$ cat config.mk
export PLATFORM = sky130hd
export DESIGN_NAME = fifo_ctrl_flat
export DESIGN_NICKNAME = d
export VERILOG_FILES = /design/src/rtl/fifo_pkg.sv /design/src/rtl/fifo_ctrl_if.sv /design/src/rtl/fifo_ns.sv /design/src/rtl/fifo_ctrl.sv /design/src/flat_wrapper.sv
export SDC_FILE = /design/constraint.sdc
export NUM_CORES = 1
export LEC_CHECK = 0
export ABC_AREA = 0
export CAP_MARGIN = 30
export CORE_ASPECT_RATIO = 0.75
export CORE_UTILIZATION = 25
export DETAILED_ROUTE_END_ITERATION = 10
export MAX_ROUTING_LAYER = met4
export PLACE_DENSITY = 0.45
export RECOVER_POWER = 100
export SLEW_MARGIN = 5
export SYNTH_ARGS = -nofsm -noshare
export SYNTH_HDL_FRONTEND = slang
export SYNTH_SLANG_ARGS = --single-unit
$ cat constraint.sdc
create_clock -name clk -period 2.32 [get_ports clk]
set_clock_uncertainty 0.2 [all_clocks]
set_input_delay 0.464 -clock clk [delete_from_list [all_inputs] [get_ports clk]]
set_output_delay 0.464 -clock clk [all_outputs]
set_load 0.05 [all_outputs]
$ cat src/rtl/fifo_pkg.sv
// Shared constants and state encoding for the FIFO control stage and its output decoder.
package fifo_pkg;

    localparam int DEPTH     = 8;
    localparam int AW        = $clog2(DEPTH);
    localparam int CW        = AW + 1;
    localparam int ALMOST_TH = 1;

    typedef enum logic [2:0] {
        IDLE     = 3'b000,
        WRITE    = 3'b001,
        READ     = 3'b010,
        WR_ERROR = 3'b011,
        RD_ERROR = 3'b100
    } state_t;

endpackage

$ cat src/rtl/fifo_ctrl_if.sv
// Request/status bundle between the FIFO requester (master) and fifo_ctrl (slave).
// With FIFO_CTRL_ALMOST_EN defined, the almost_full/almost_empty flags are added.
interface fifo_ctrl_if;
   logic                      wr_en;
   logic                      rd_en;
   logic [2:0]                state;
   logic [fifo_pkg::CW-1:0]   data_count;
   logic                      we;
   logic                      re;
   logic [fifo_pkg::AW-1:0]   wr_addr;
   logic [fifo_pkg::AW-1:0]   rd_addr;
`ifdef FIFO_CTRL_ALMOST_EN
   logic                      almost_full;
   logic                      almost_empty;

   modport master (output wr_en, rd_en,
                   input  state, data_count, we, re, wr_addr, rd_addr, almost_full, almost_empty);
   modport slave  (input  wr_en, rd_en,
                   output state, data_count, we, re, wr_addr, rd_addr, almost_full, almost_empty);
`else
   modport master (output wr_en, rd_en,
                   input  state, data_count, we, re, wr_addr, rd_addr);
   modport slave  (input  wr_en, rd_en,
                   output state, data_count, we, re, wr_addr, rd_addr);
`endif
endinterface

$ cat src/rtl/fifo_ns.sv
// Combinational next-state decode and memory strobe generation for the FIFO control stage.
module fifo_ns
   import fifo_pkg::*;
(
   input  logic          i_wr_en,
   input  logic          i_rd_en,
   input  logic [CW-1:0] i_data_count,
   output state_t        o_state_next,
   output logic          o_we,
   output logic          o_re
);

   always_comb begin
      o_state_next = IDLE;
      case ({i_wr_en, i_rd_en})
         2'b10:   o_state_next = (i_data_count < CW'(DEPTH)) ? WRITE : WR_ERROR;
         2'b01:   o_state_next = (i_data_count != '0)        ? READ  : RD_ERROR;
         // Simultaneous requests are treated as a no-op rather than an error.
         default: o_state_next = IDLE;
      endcase
   end

   assign o_we = (o_state_next == WRITE);
   assign o_re = (o_state_next == READ);

endmodule

$ cat src/rtl/fifo_ctrl.sv
// FIFO control stage: state, occupancy and head/tail pointer registers for an 8-entry FIFO.
// Optional FIFO_CTRL_ALMOST_EN adds registered almost_full/almost_empty flags.
module fifo_ctrl
   import fifo_pkg::*;
(
   input  logic        clk,
   input  logic        reset_n,
   fifo_ctrl_if.slave  bus
);

   state_t          r_state;
   logic [CW-1:0]   r_count;
   logic [AW-1:0]   r_head;
   logic [AW-1:0]   r_tail;

   state_t          w_state_next;
   logic            w_we;
   logic            w_re;
   logic [CW-1:0]   w_count_next;

   fifo_ns u_ns (
      .i_wr_en      (bus.wr_en),
      .i_rd_en      (bus.rd_en),
      .i_data_count (r_count),
      .o_state_next (w_state_next),
      .o_we         (w_we),
      .o_re         (w_re)
   );

   always_comb begin
      w_count_next = r_count;
      if (w_we)
         w_count_next = r_count + CW'(1);
      else if (w_re)
         w_count_next = r_count - CW'(1);
   end

   // Pointers wrap naturally because AW bits cover exactly DEPTH entries.
   always_ff @(posedge clk or negedge reset_n) begin
      if (!reset_n) begin
         r_state <= IDLE;
         r_count <= '0;
         r_head  <= '0;
         r_tail  <= '0;
      end else begin
         r_state <= w_state_next;
         r_count <= w_count_next;
         if (w_we)
            r_tail <= r_tail + AW'(1);
         if (w_re)
            r_head <= r_head + AW'(1);
      end
   end

`ifdef FIFO_CTRL_ALMOST_EN
   logic r_almost_full;
   logic r_almost_empty;

   always_ff @(posedge clk or negedge reset_n) begin
      if (!reset_n) begin
         r_almost_full  <= 1'b0;
         r_almost_empty <= 1'b1;
      end else begin
         r_almost_full  <= (w_count_next >= CW'(DEPTH - ALMOST_TH));
         r_almost_empty <= (w_count_next <= CW'(ALMOST_TH));
      end
   end

   assign bus.almost_full  = r_almost_full;
   assign bus.almost_empty = r_almost_empty;
`endif

   // Strobes are suppressed while reset is held so an in-flight write is dropped.
   assign bus.we         = w_we & reset_n;
   assign bus.re         = w_re & reset_n;
   assign bus.state      = r_state;
   assign bus.data_count = r_count;
   assign bus.wr_addr    = r_tail;
   assign bus.rd_addr    = r_head;

endmodule

$ cat src/flat_wrapper.sv
// flat-port wrapper written by rule: the top's interface ports become plain ports
module fifo_ctrl_flat import fifo_pkg::*;
  (clk, reset_n, bus_wr_en, bus_rd_en, bus_state, bus_data_count, bus_we, bus_re, bus_wr_addr, bus_rd_addr);
  fifo_ctrl_if bus_i ();
  input  logic clk;
  input  logic reset_n;
  input wire logic [$bits(bus_i.wr_en)-1:0] bus_wr_en;
  input wire logic [$bits(bus_i.rd_en)-1:0] bus_rd_en;
  output wire logic [$bits(bus_i.state)-1:0] bus_state;
  output wire logic [$bits(bus_i.data_count)-1:0] bus_data_count;
  output wire logic [$bits(bus_i.we)-1:0] bus_we;
  output wire logic [$bits(bus_i.re)-1:0] bus_re;
  output wire logic [$bits(bus_i.wr_addr)-1:0] bus_wr_addr;
  output wire logic [$bits(bus_i.rd_addr)-1:0] bus_rd_addr;
  assign bus_i.wr_en = bus_wr_en;
  assign bus_i.rd_en = bus_rd_en;
  assign bus_state = bus_i.state;
  assign bus_data_count = bus_i.data_count;
  assign bus_we = bus_i.we;
  assign bus_re = bus_i.re;
  assign bus_wr_addr = bus_i.wr_addr;
  assign bus_rd_addr = bus_i.rd_addr;
  fifo_ctrl u_core (.clk(clk), .reset_n(reset_n), .bus(bus_i));
endmodule
==> results.json, run 1 <==
{
  "ys_types": 23,
  "clock_latency_ns": 0.24,
  "seq_power_share": 0.261,
  "clkPwrFrac": 0.133,
  "cts_buffer_depth": 2,
  "synthCells": 55,
  "cap_viol_max_count": 0,
  "r2r_slack_ns": 0.12,
  "layout_min_cycle_time_ns": 2.25,
  "crit_start": "u_core.bus.data_count[3]",
  "min_path_type": "register to register",
  "netlist_area_sq_um": 698,
  "ys_seq_area_frac": 0.466,
  "placementRows": 16,
  "io-pin-count": 19,
  "track_usage": 0.117,
  "syn2layout_area_growth_pct": 65.2,
  "drive_above_1_share": 0.385,
  "final.period_utilization": 0.970,
  "root_buffer": "clkbuf_8",
  "start_util": 0.266,
  "cp_data_arrival_time_ns": 1.59,
  "clk_pin_slew_worst_paths_ns": 0.06,
  "hold_slack_ns": 0.256,
  "cts_tree": "done",
  "sw_frac_of_total": 0.465,
  "synth_fp_nets": 67,
  "slew_headroom": 0.520,
  "h-tree-depth": 1,
  "drt-vias-per-instance": 4.24,
  "reg2reg_depth": 5,
  "numCtsBuffers": 3,
  "grt-ovfl-total": 0,
  "hold_buffers": 0,
  "numPortBuffers": 18,
  "fp.dieH_microns": 47.8,
  "worst_slew_pin_slew_ns": 0.719,
  "timing.fmax_mhz": 444,
  "dp_hpwl_microns": 1110,
  "wl_per_cell_microns": 12.0,
  "status": "finished, final reports clean",
  "p_leak_nw": 0.515,
  "syn_area_per_cell_sq_um": 12.7,
  "grt_pass1_vias": 493,
  "crit_path_end_kind": "primary output",
  "cellPowerDensity_nw_per_um2": 1330,
  "finalHoldViolCount": 0,
  "critPathKind": "register to primary output",
  "vias": 539,
  "ant_nets": 0,
  "gp_congestion": 0.658,
  "yosysWarnings": 0,
  "die_area_sq_um": 3010,
  "finalPower_mw": 1.53,
  "slew_violations": 0,
  "routed_wl_microns": 1520,
  "fin_setup_tns_ns": 0,
  "nFillCells": 253,
  "drt_iter0_markers": 6,
  "die_w_microns": 63.0,
  "grt_max_degree": 14,
  "cp_max_fo": 3,
  "antenna_found_initial": 0,
  "grt_pass1_wl_microns": 2420,
  "r2r_start": "u_core.bus.data_count[3]",
  "drcViolationCount": 0,
  "core_sq_um": 2620,
  "finalSetupViolCount": 0,
  "power_frac_comb": 0.607,
  "cp.required_ns": 1.66,
  "intPower_mw": 0.821,
  "n_antenna_cell": 0,
  "first_pass_iters": 2,
  "r2r_end": "u_core.bus.data_count[2]",
  "cts_sinks": 13,
  "ir_worst_vdd_uv": 866,
  "switching_power_mw": 0.713,
  "grt_setup_unrepaired": "no",
  "yosys_register_bits": 13,
  "nets": 104,
  "startpoint_type": "register",
  "crit_path_end": "bus_re"
}
## synth_stat cells (all sizes together)
cell type	n	area, sq um
a21o	1	8.76
a21oi	3	26.3
dfrtp	13	325
fa	1	20.0
ha	7	87.6
inv	5	18.8
mux2	4	52.6
mux2i	1	10.0
nand2	2	10.0
nand3b	1	7.51
nor2	4	15.0
nor3b	2	20.0
nor4bb	1	10.0
o21ai	2	13.8
or4	1	11.3
xnor2	2	17.5
xor2	5	43.8
## cell families after synthesis
kind of cell | after synthesis | share of synthesized area
simple gates | 11 | 0.106
buf+inv | 5 | 0.0269
flops | 13 | 0.466
fa+ha+maj | 8 | 0.154
mux | 5 | 0.0896
compound gates | 6 | 0.0699
xor+xnor | 7 | 0.0878
## state kept, by name, summed over array words and instances (netlist names)
register	flops
u_core.bus.state	3
u_core.bus.data_count	4
u_core.bus.rd_addr	3
u_core.bus.wr_addr	3
## power groups by stage
stage / Sequential [mW] / Clock, mW / Combinational [mW]
finish: 0.400 / 0.203 / 0.931
floorplan: 0.748 / 0 / 0.272
global placement: 0.414 / 0 / 0.918
global route: 0.418 / 0.219 / 0.998
detailed placement: 0.412 / 0 / 0.924
CTS: 0.408 / 0.209 / 0.998
## metrics by stage
step | util | worst slack, ns | area, sq um | cells
after floorplan | - | 0.0131 | 733 | 55
after global placement | 0.409 | -0.564 | 1070 | 122
after detailed placement | 0.409 | -0.579 | 1070 | 122
after CTS | 0.451 | 0.0256 | 1180 | 128
after global routing | 0.440 | 0.0207 | 1150 | 127
final | 0.440 | 0.0699 | 1150 | 127
## placed cells by master (no fill, tap or decap), types with 2 or more instances in the layout
cell type        count
dfrtp_1             12
dlygate4sd3_1       11
buf_4                9
xor2_1               5
inv_1                4
ha_1                 4
clkbuf_1             4
clkbuf_8             3
a21oi_4              2
nand2_1              2
nor2_4               2
xnor2_1              2
mux2_1               2
nor2_1               2
ha_4                 2
clkbuf_4             2
clkdlybuf4s50_1      2
buf_12               2
## cell type report
| cell class | count | area, sq um | share of cell area |
|---|---|---|---|
| tap | 36 | 45.0 | 0.0390 |
| timing repair buffer | 32 | 285 | 0.247 |
| sequential | 13 | 327 | 0.283 |
| multi-input combinational | 37 | 430 | 0.373 |
| clock buffer | 4 | 45.0 | 0.0390 |
| inverter | 5 | 21.3 | 0.0184 |
## what timing repair did
action | in CTS | in global routing
buffers inserted | 2 | 0
gates resized for setup | 17 | 3
pin swaps | 5 | 2
endpoints found under the setup margin | 8 | 2
## worst max-delay path: stages (launching register included)
cell and delay [ns]:
dfrtp_2 0.44, or4_4 0.53, a21oi_4 0.18, nor2_4 0.05, buf_12 0.14
## worst min-delay path by stage
stage                                startpoint                        to  cells past startpoint
after floorplan                         reset_n  u_core.bus.data_count[0]                      0
after global placement    u_core.bus.wr_addr[2]     u_core.bus.wr_addr[2]                      1
after detailed placement  u_core.bus.rd_addr[2]     u_core.bus.rd_addr[2]                      1
after CTS                 u_core.bus.rd_addr[2]     u_core.bus.rd_addr[2]                      1
after global routing      u_core.bus.wr_addr[2]     u_core.bus.wr_addr[2]                      1
final                     u_core.bus.rd_addr[2]     u_core.bus.rd_addr[2]                      1
## per-layer routing
| metal | GRT usage | share of wire |
|---|---|---|
| met1 | 0.141 | 0.47 |
| met2 | 0.198 | 0.49 |
| met3 | 0.0452 | 0.044 |
| met4 | 0 | 0 |
| met5 | - | 0 |
Power figures use the tool's default switching activity.
==> inputs of run 2 (changes only) <==
--- a/config.mk
+++ b/config.mk
@@ -10,8 +10,9 @@
 export CORE_ASPECT_RATIO = 0.75
 export CORE_UTILIZATION = 25
 export DETAILED_ROUTE_END_ITERATION = 10
+export DONT_BUFFER_PORTS = 1
 export MAX_ROUTING_LAYER = met4
-export PLACE_DENSITY = 0.45
+export PLACE_DENSITY = 0.36
 export RECOVER_POWER = 100
 export SLEW_MARGIN = 5
 export SYNTH_ARGS = -nofsm -noshare
==> results.json, run 2 (same netlist as run 1, synthesis figures left out) <==
{
  "status": "finished, final reports clean",
  "r2r_start": "u_core.bus.data_count[3]",
  "drt-vias-per-instance": 4.08,
  "cp_data_arrival_time_ns": 1.59,
  "cts_sinks": 13,
  "gp_congestion": 0.634,
  "layout_setup_ws_ns": 0.0646,
  "cap_viol_max_count": 0,
  "slew_headroom": 0.467,
  "drive_above_1_share": 0.310,
  "grt_pass1_wl_microns": 2130,
  "grt-ovfl-total": 0,
  "numCtsBuffers": 3,
  "grt_pass1_vias": 464,
  "vias": 437,
  "finalHoldViolCount": 0,
  "n_antenna_cell": 0,
  "routed_wl_microns": 1250,
  "min_from": "bus_wr_en",
  "pre_cts_ws_ns": -0.0135,
  "cts_buffer_depth": 2,
  "min_path_type": "input port to register",
  "cellPowerDensity_nw_per_um2": 1450,
  "finalPower_mw": 1.30,
  "ant_nets": 0,
  "hold_slack_ns": 0.283,
  "layout_min_cycle_time_ns": 2.26,
  "nets": 84,
  "syn2layout_area_growth_pct": 28.1,
  "h-tree-depth": 1,
  "crit_path_end_kind": "primary output",
  "fp.dieH_microns": 47.8,
  "antenna_found_initial": 0,
  "post_cts_buffers": 0,
  "drcViolationCount": 0,
  "io-pin-count": 19,
  "fin_setup_tns_ns": 0,
  "placementRows": 16,
  "slew_violations": 0,
  "final.period_utilization": 0.972,
  "core_sq_um": 2620,
  "largest_reg_flops": 4,
  "ir_worst_vdd_uv": 387,
  "mostFrequentLayoutCells": "dfrtp_1 (12), buf_4 (8), ha_1 (6), inv_1 (5), xor2_1 (5)",
  "start_util": 0.266,
  "min_to": "u_core.bus.state[2]",
  "p_leak_nw": 0.400,
  "clock_latency_ns": 0.23,
  "startpoint_type": "input port",
  "dp_hpwl_microns": 1010,
  "finalSetupViolCount": 0,
  "drt_iter0_markers": 7,
  "worst_slew_pin_slew_ns": 0.799,
  "first_pass_iters": 4,
  "r2r_slack_ns": 0.19,
  "wl_per_cell_microns": 11.6,
  "track_usage": 0.100,
  "hold-path-cell-count": 2,
  "final_util": 0.341,
  "die_w_microns": 63.0,
  "grt_setup_unrepaired": "no",
  "cp.required_ns": 1.66,
  "critPathKind": "input port to primary output",
  "cts_tree": "done",
  "timing.fmax_mhz": 443,
  "clk_pin_slew_worst_paths_ns": 0.05,
  "cp_max_fo": 4,
  "root_buffer": "clkbuf_8",
  "grt_max_degree": 14,
  "final_common_cell": "dfrtp_1",
  "die_area_sq_um": 3010,
  "r2r_end": "u_core.bus.data_count[2]",
  "reg2reg_depth": 5,
  "numPortBuffers": 0
}
-- run 2: changes by cell type in the layout (fill, tap and decap cells not counted), sizes merged --
cell / previous run / this run
buf: 13 / 8
clkbuf: 10 / 7
clkdlybuf4s50: 2 / 0
dlygate4sd3: 11 / 1
-- run 2: worst max-delay path by stage --
stage,start,end,slack (ns),cells past startpoint
detailed placement,bus_wr_en,u_core.bus.data_count[3],-0.01,9
CTS,u_core.bus.data_count[3],bus_we,0.04,6
finish,bus_rd_en,bus_re,0.06,6
global route,bus_rd_en,bus_re,0.02,6
global placement,bus_rd_en,u_core.bus.data_count[3],-0.01,9
floorplan,bus_wr_en,u_core.bus.data_count[3],0.01,9
-- run 2: final cells by class --
class,instances,area [sq um]
Fill cell,282,1730
Clock buffer,4,45.0
Sequential cell,13,327
Multi-Input combinational cell,37,378
Tap cell,36,45.0
Inverter,5,18.8
Timing Repair Buffer,12,81.3
-- run 2: through the flow --
step | cell area [sq um] | cells
final | 895 | 107
after global routing | 895 | 107
after detailed placement | 861 | 102
after CTS | 916 | 107
after global placement | 861 | 102
after floorplan | 733 | 55
-- run 2: worst max-delay path, cell delays in order --
cell and delay, ns:
inv_1 0.05, ha_1 0.29, nor4bb_1 0.30, buf_4 0.17, a21oi_4 0.04, nor2_4 0.27
-- run 2: power by group --
group          total, mW  internal [mW]  switching (mW)
registers          0.564          0.322           0.243
logic              0.545          0.192           0.353
clock network      0.190          0.120          0.0697
total               1.30          0.634           0.665
-- run 2: layer usage --
layer	wire, microns	vias to the layer above	global-route usage
met5	0	-	-
met4	12	0	0.0279
met3	90	2	0.0405
met2	522	16	0.151
met1	619	202	0.126
li1	-	217	-
-- run 2: what timing repair did --
item                                    CTS  global route
endpoints found under the hold margin    13             0
hold buffers                              1             0
endpoints found under the setup margin    0             1
resized for setup                         0             1
==> inputs of run 3 (changes only) <==
--- a/config.mk
+++ b/config.mk
@@ -6,6 +6,7 @@
 export NUM_CORES = 1
 export LEC_CHECK = 0
 export ABC_AREA = 0
+export ABC_CLOCK_PERIOD_IN_PS = 2320
 export CAP_MARGIN = 30
 export CORE_ASPECT_RATIO = 0.75
 export CORE_UTILIZATION = 25
@@ -17,4 +18,5 @@
 export SLEW_MARGIN = 5
 export SYNTH_ARGS = -nofsm -noshare
 export SYNTH_HDL_FRONTEND = slang
+export SYNTH_HIERARCHICAL = 1
 export SYNTH_SLANG_ARGS = --single-unit
==> results.json, run 3 <==
{
  "fp.dieH_microns": 47.9,
  "path_cells": "inv_8, ha_4, and3b_2, o32ai_4, inv_2, ha_4, a211oi_4, o31a_1, a211oi_2",
  "die_area_sq_um": 3020,
  "slew_headroom": 0.574,
  "antenna_found_initial": 0,
  "ant_nets": 0,
  "cts_buffer_depth": 2,
  "numPortBuffers": 0,
  "yosys.area.top_type_share": 0.464,
  "nets": 92,
  "synth_edf_count": 0,
  "cellPowerDensity_nw_per_um2": 1490,
  "fin_setup_tns_ns": 0,
  "dpl.cell_count": 108,
  "cp_max_fo": 4,
  "numCtsBuffers": 3,
  "core_sq_um": 2640,
  "p_leak_nw": 0.435,
  "placementRows": 16,
  "synth_top_cell_by_area": "dfrtp_1",
  "crit_top_cell": "ha_4",
  "ys_seq_area_frac": 0.464,
  "min_path_type": "input port to register",
  "hold_slack_ns": 0.299,
  "grt_max_degree": 14,
  "die_w_microns": 63.1,
  "layout_min_cycle_time_ns": 2.25,
  "start_util": 0.265,
  "synth_most_common_cell": "dfrtp_1",
  "crit_path_end_kind": "register",
  "slew_violations": 0,
  "clk_pin_slew_worst_paths_ns": 0.06,
  "drt-vias-per-instance": 4.37,
  "worst_slew_pin_slew_ns": 0.637,
  "synthTopCellsByCount": "dfrtp_1 (13), ha_1 (7), nand2_1 (5)",
  "synth_top_family_by_area": "adder cells",
  "design_area_sq_um": 1020,
  "grt-ovfl-total": 0,
  "clock_latency_ns": 0.24,
  "ys_types": 24,
  "gp_congestion": 0.719,
  "ir_worst_vdd_uv": 574,
  "yosys_register_bits": 13,
  "syn2layout_area_growth_pct": 46.2,
  "synth_top_cells_by_area": "dfrtp_1 (46%), ha_1 (13%), xnor2_1 (5.0%)",
  "vias": 502,
  "cpPeakStageDelay_ns": 0.31,
  "n_antenna_cell": 0,
  "finalPower_mw": 1.53,
  "dp_hpwl_microns": 1220,
  "slowest_stage": "o31a_1",
  "nFillCells": 283,
  "layout_setup_ws_ns": 0.0731,
  "mostFrequentLayoutCells": "buf_4 (14), dfrtp_1 (10), nand2_1 (5), ha_1 (5), xnor2_1 (4)",
  "grt_pass1_wl_microns": 2670,
  "synthAdderAreaFrac": 0.154,
  "pre_cts_ws_ns": -0.161,
  "drt_iter0_markers": 19,
  "cts_tree": "done",
  "cts_sinks": 13,
  "synth_compound_area_frac": 0.129,
  "synth_xor_area_frac": 0.0750,
  "cp_data_arrival_time_ns": 2.20,
  "drcViolationCount": 0,
  "final_cells": 115,
  "io-pin-count": 19,
  "status": "finished, final reports clean",
  "startpoint_type": "input port",
  "synthCells": 59,
  "cp.required_ns": 2.27,
  "cap_viol_max_count": 0,
  "postPlaceCellArea_sq_um": 933,
  "yosysWarnings": 6,
  "async_flop_share": 1.00,
  "finalHoldViolCount": 0,
  "first_pass_iters": 4,
  "largest_reg_flops": 4,
  "final.period_utilization": 0.968,
  "syn_area_per_cell_sq_um": 11.9,
  "finalSetupViolCount": 0,
  "grt_setup_unrepaired": "yes",
  "yosys.area_share.simple": 0.0964,
  "synthFlopType": "dfrtp_1",
  "wl_per_cell_microns": 14.3,
  "drive_above_1_share": 0.481,
  "routed_wl_microns": 1650,
  "netlist_area_sq_um": 701,
  "timing.fmax_mhz": 445,
  "final_util": 0.388,
  "grt_pass1_vias": 501,
  "critPathKind": "input port to register",
  "muxShareOfSynthArea": 0.0482,
  "root_buffer": "clkbuf_8",
  "synth_fp_nets": 71,
  "final_common_cell": "buf_4",
  "h-tree-depth": 1,
  "track_usage": 0.134
}
run 3: cells by family (layout without fill, tap and decap cells):
family                   after synthesis  in the layout
flip-flops                            13             13
AND/OR/NAND/NOR                       13             13
AO/OA/AOI/OAI                         10             10
adder cells (fa/ha/maj)                8              8
XOR/XNOR                               6              6
buffers and inverters                  6             26
multiplexers                           3              3
run 3: layer usage:
layer	vias to the layer above	track usage	routed length, microns
met5	-	-	0
met4	0	0.0279	0
li1	248	-	-
met3	0	0.0643	92
met2	12	0.204	759
met1	242	0.162	796
run 3: layout make-up:
class                      instances  area, sq um  share of cell area
clock buffer                       4         45.0              0.0440
inverter                           5         26.3              0.0256
multi-input combinational         40          433               0.422
sequential                        13          329               0.321
tap                               36         45.0              0.0440
timing repair buffer              17          146               0.143
run 3: final timing paths:
check	from	slack [ns]	to	cells after the start
max	bus_wr_en	0.07	u_core/bus.data_count[3]	9
min	bus_wr_en	0.30	u_core/bus.state[0]	1
max reg2reg	u_core/bus.data_count[3]	0.08	u_core/bus.data_count[3]	7
min reg2reg	u_core/bus.data_count[2]	0.45	u_core/bus.data_count[2]	2
max in group asynchronous	reset_n	0.98	u_core/bus.data_count[1]	1
min in group asynchronous	reset_n	0.49	u_core/bus.data_count[0]	1
run 3: report_power, final:
| group | switching, mW | internal (mW) |
|---|---|---|
| Sequential | 0.330 | 0.324 |
| Combinational | 0.365 | 0.310 |
| Clock | 0.0784 | 0.121 |
| Total | 0.773 | 0.755 |
run 3: worst max-delay path: cells and delay by family:
kind                     cells  cell delay [ns]
buffers and inverters        2             0.13
AND/OR/NAND/NOR              1             0.22
adder cells (fa/ha/maj)      2             0.53
AO/OA/AOI/OAI                4             0.84
run 3: what timing repair did:
item,in CTS,in global routing
gates resized for setup,4,2
hold endpoints to repair,13,0
pin swaps,1,4
setup buffers,1,1
setup endpoints to repair,1,3
hold buffers,1,0
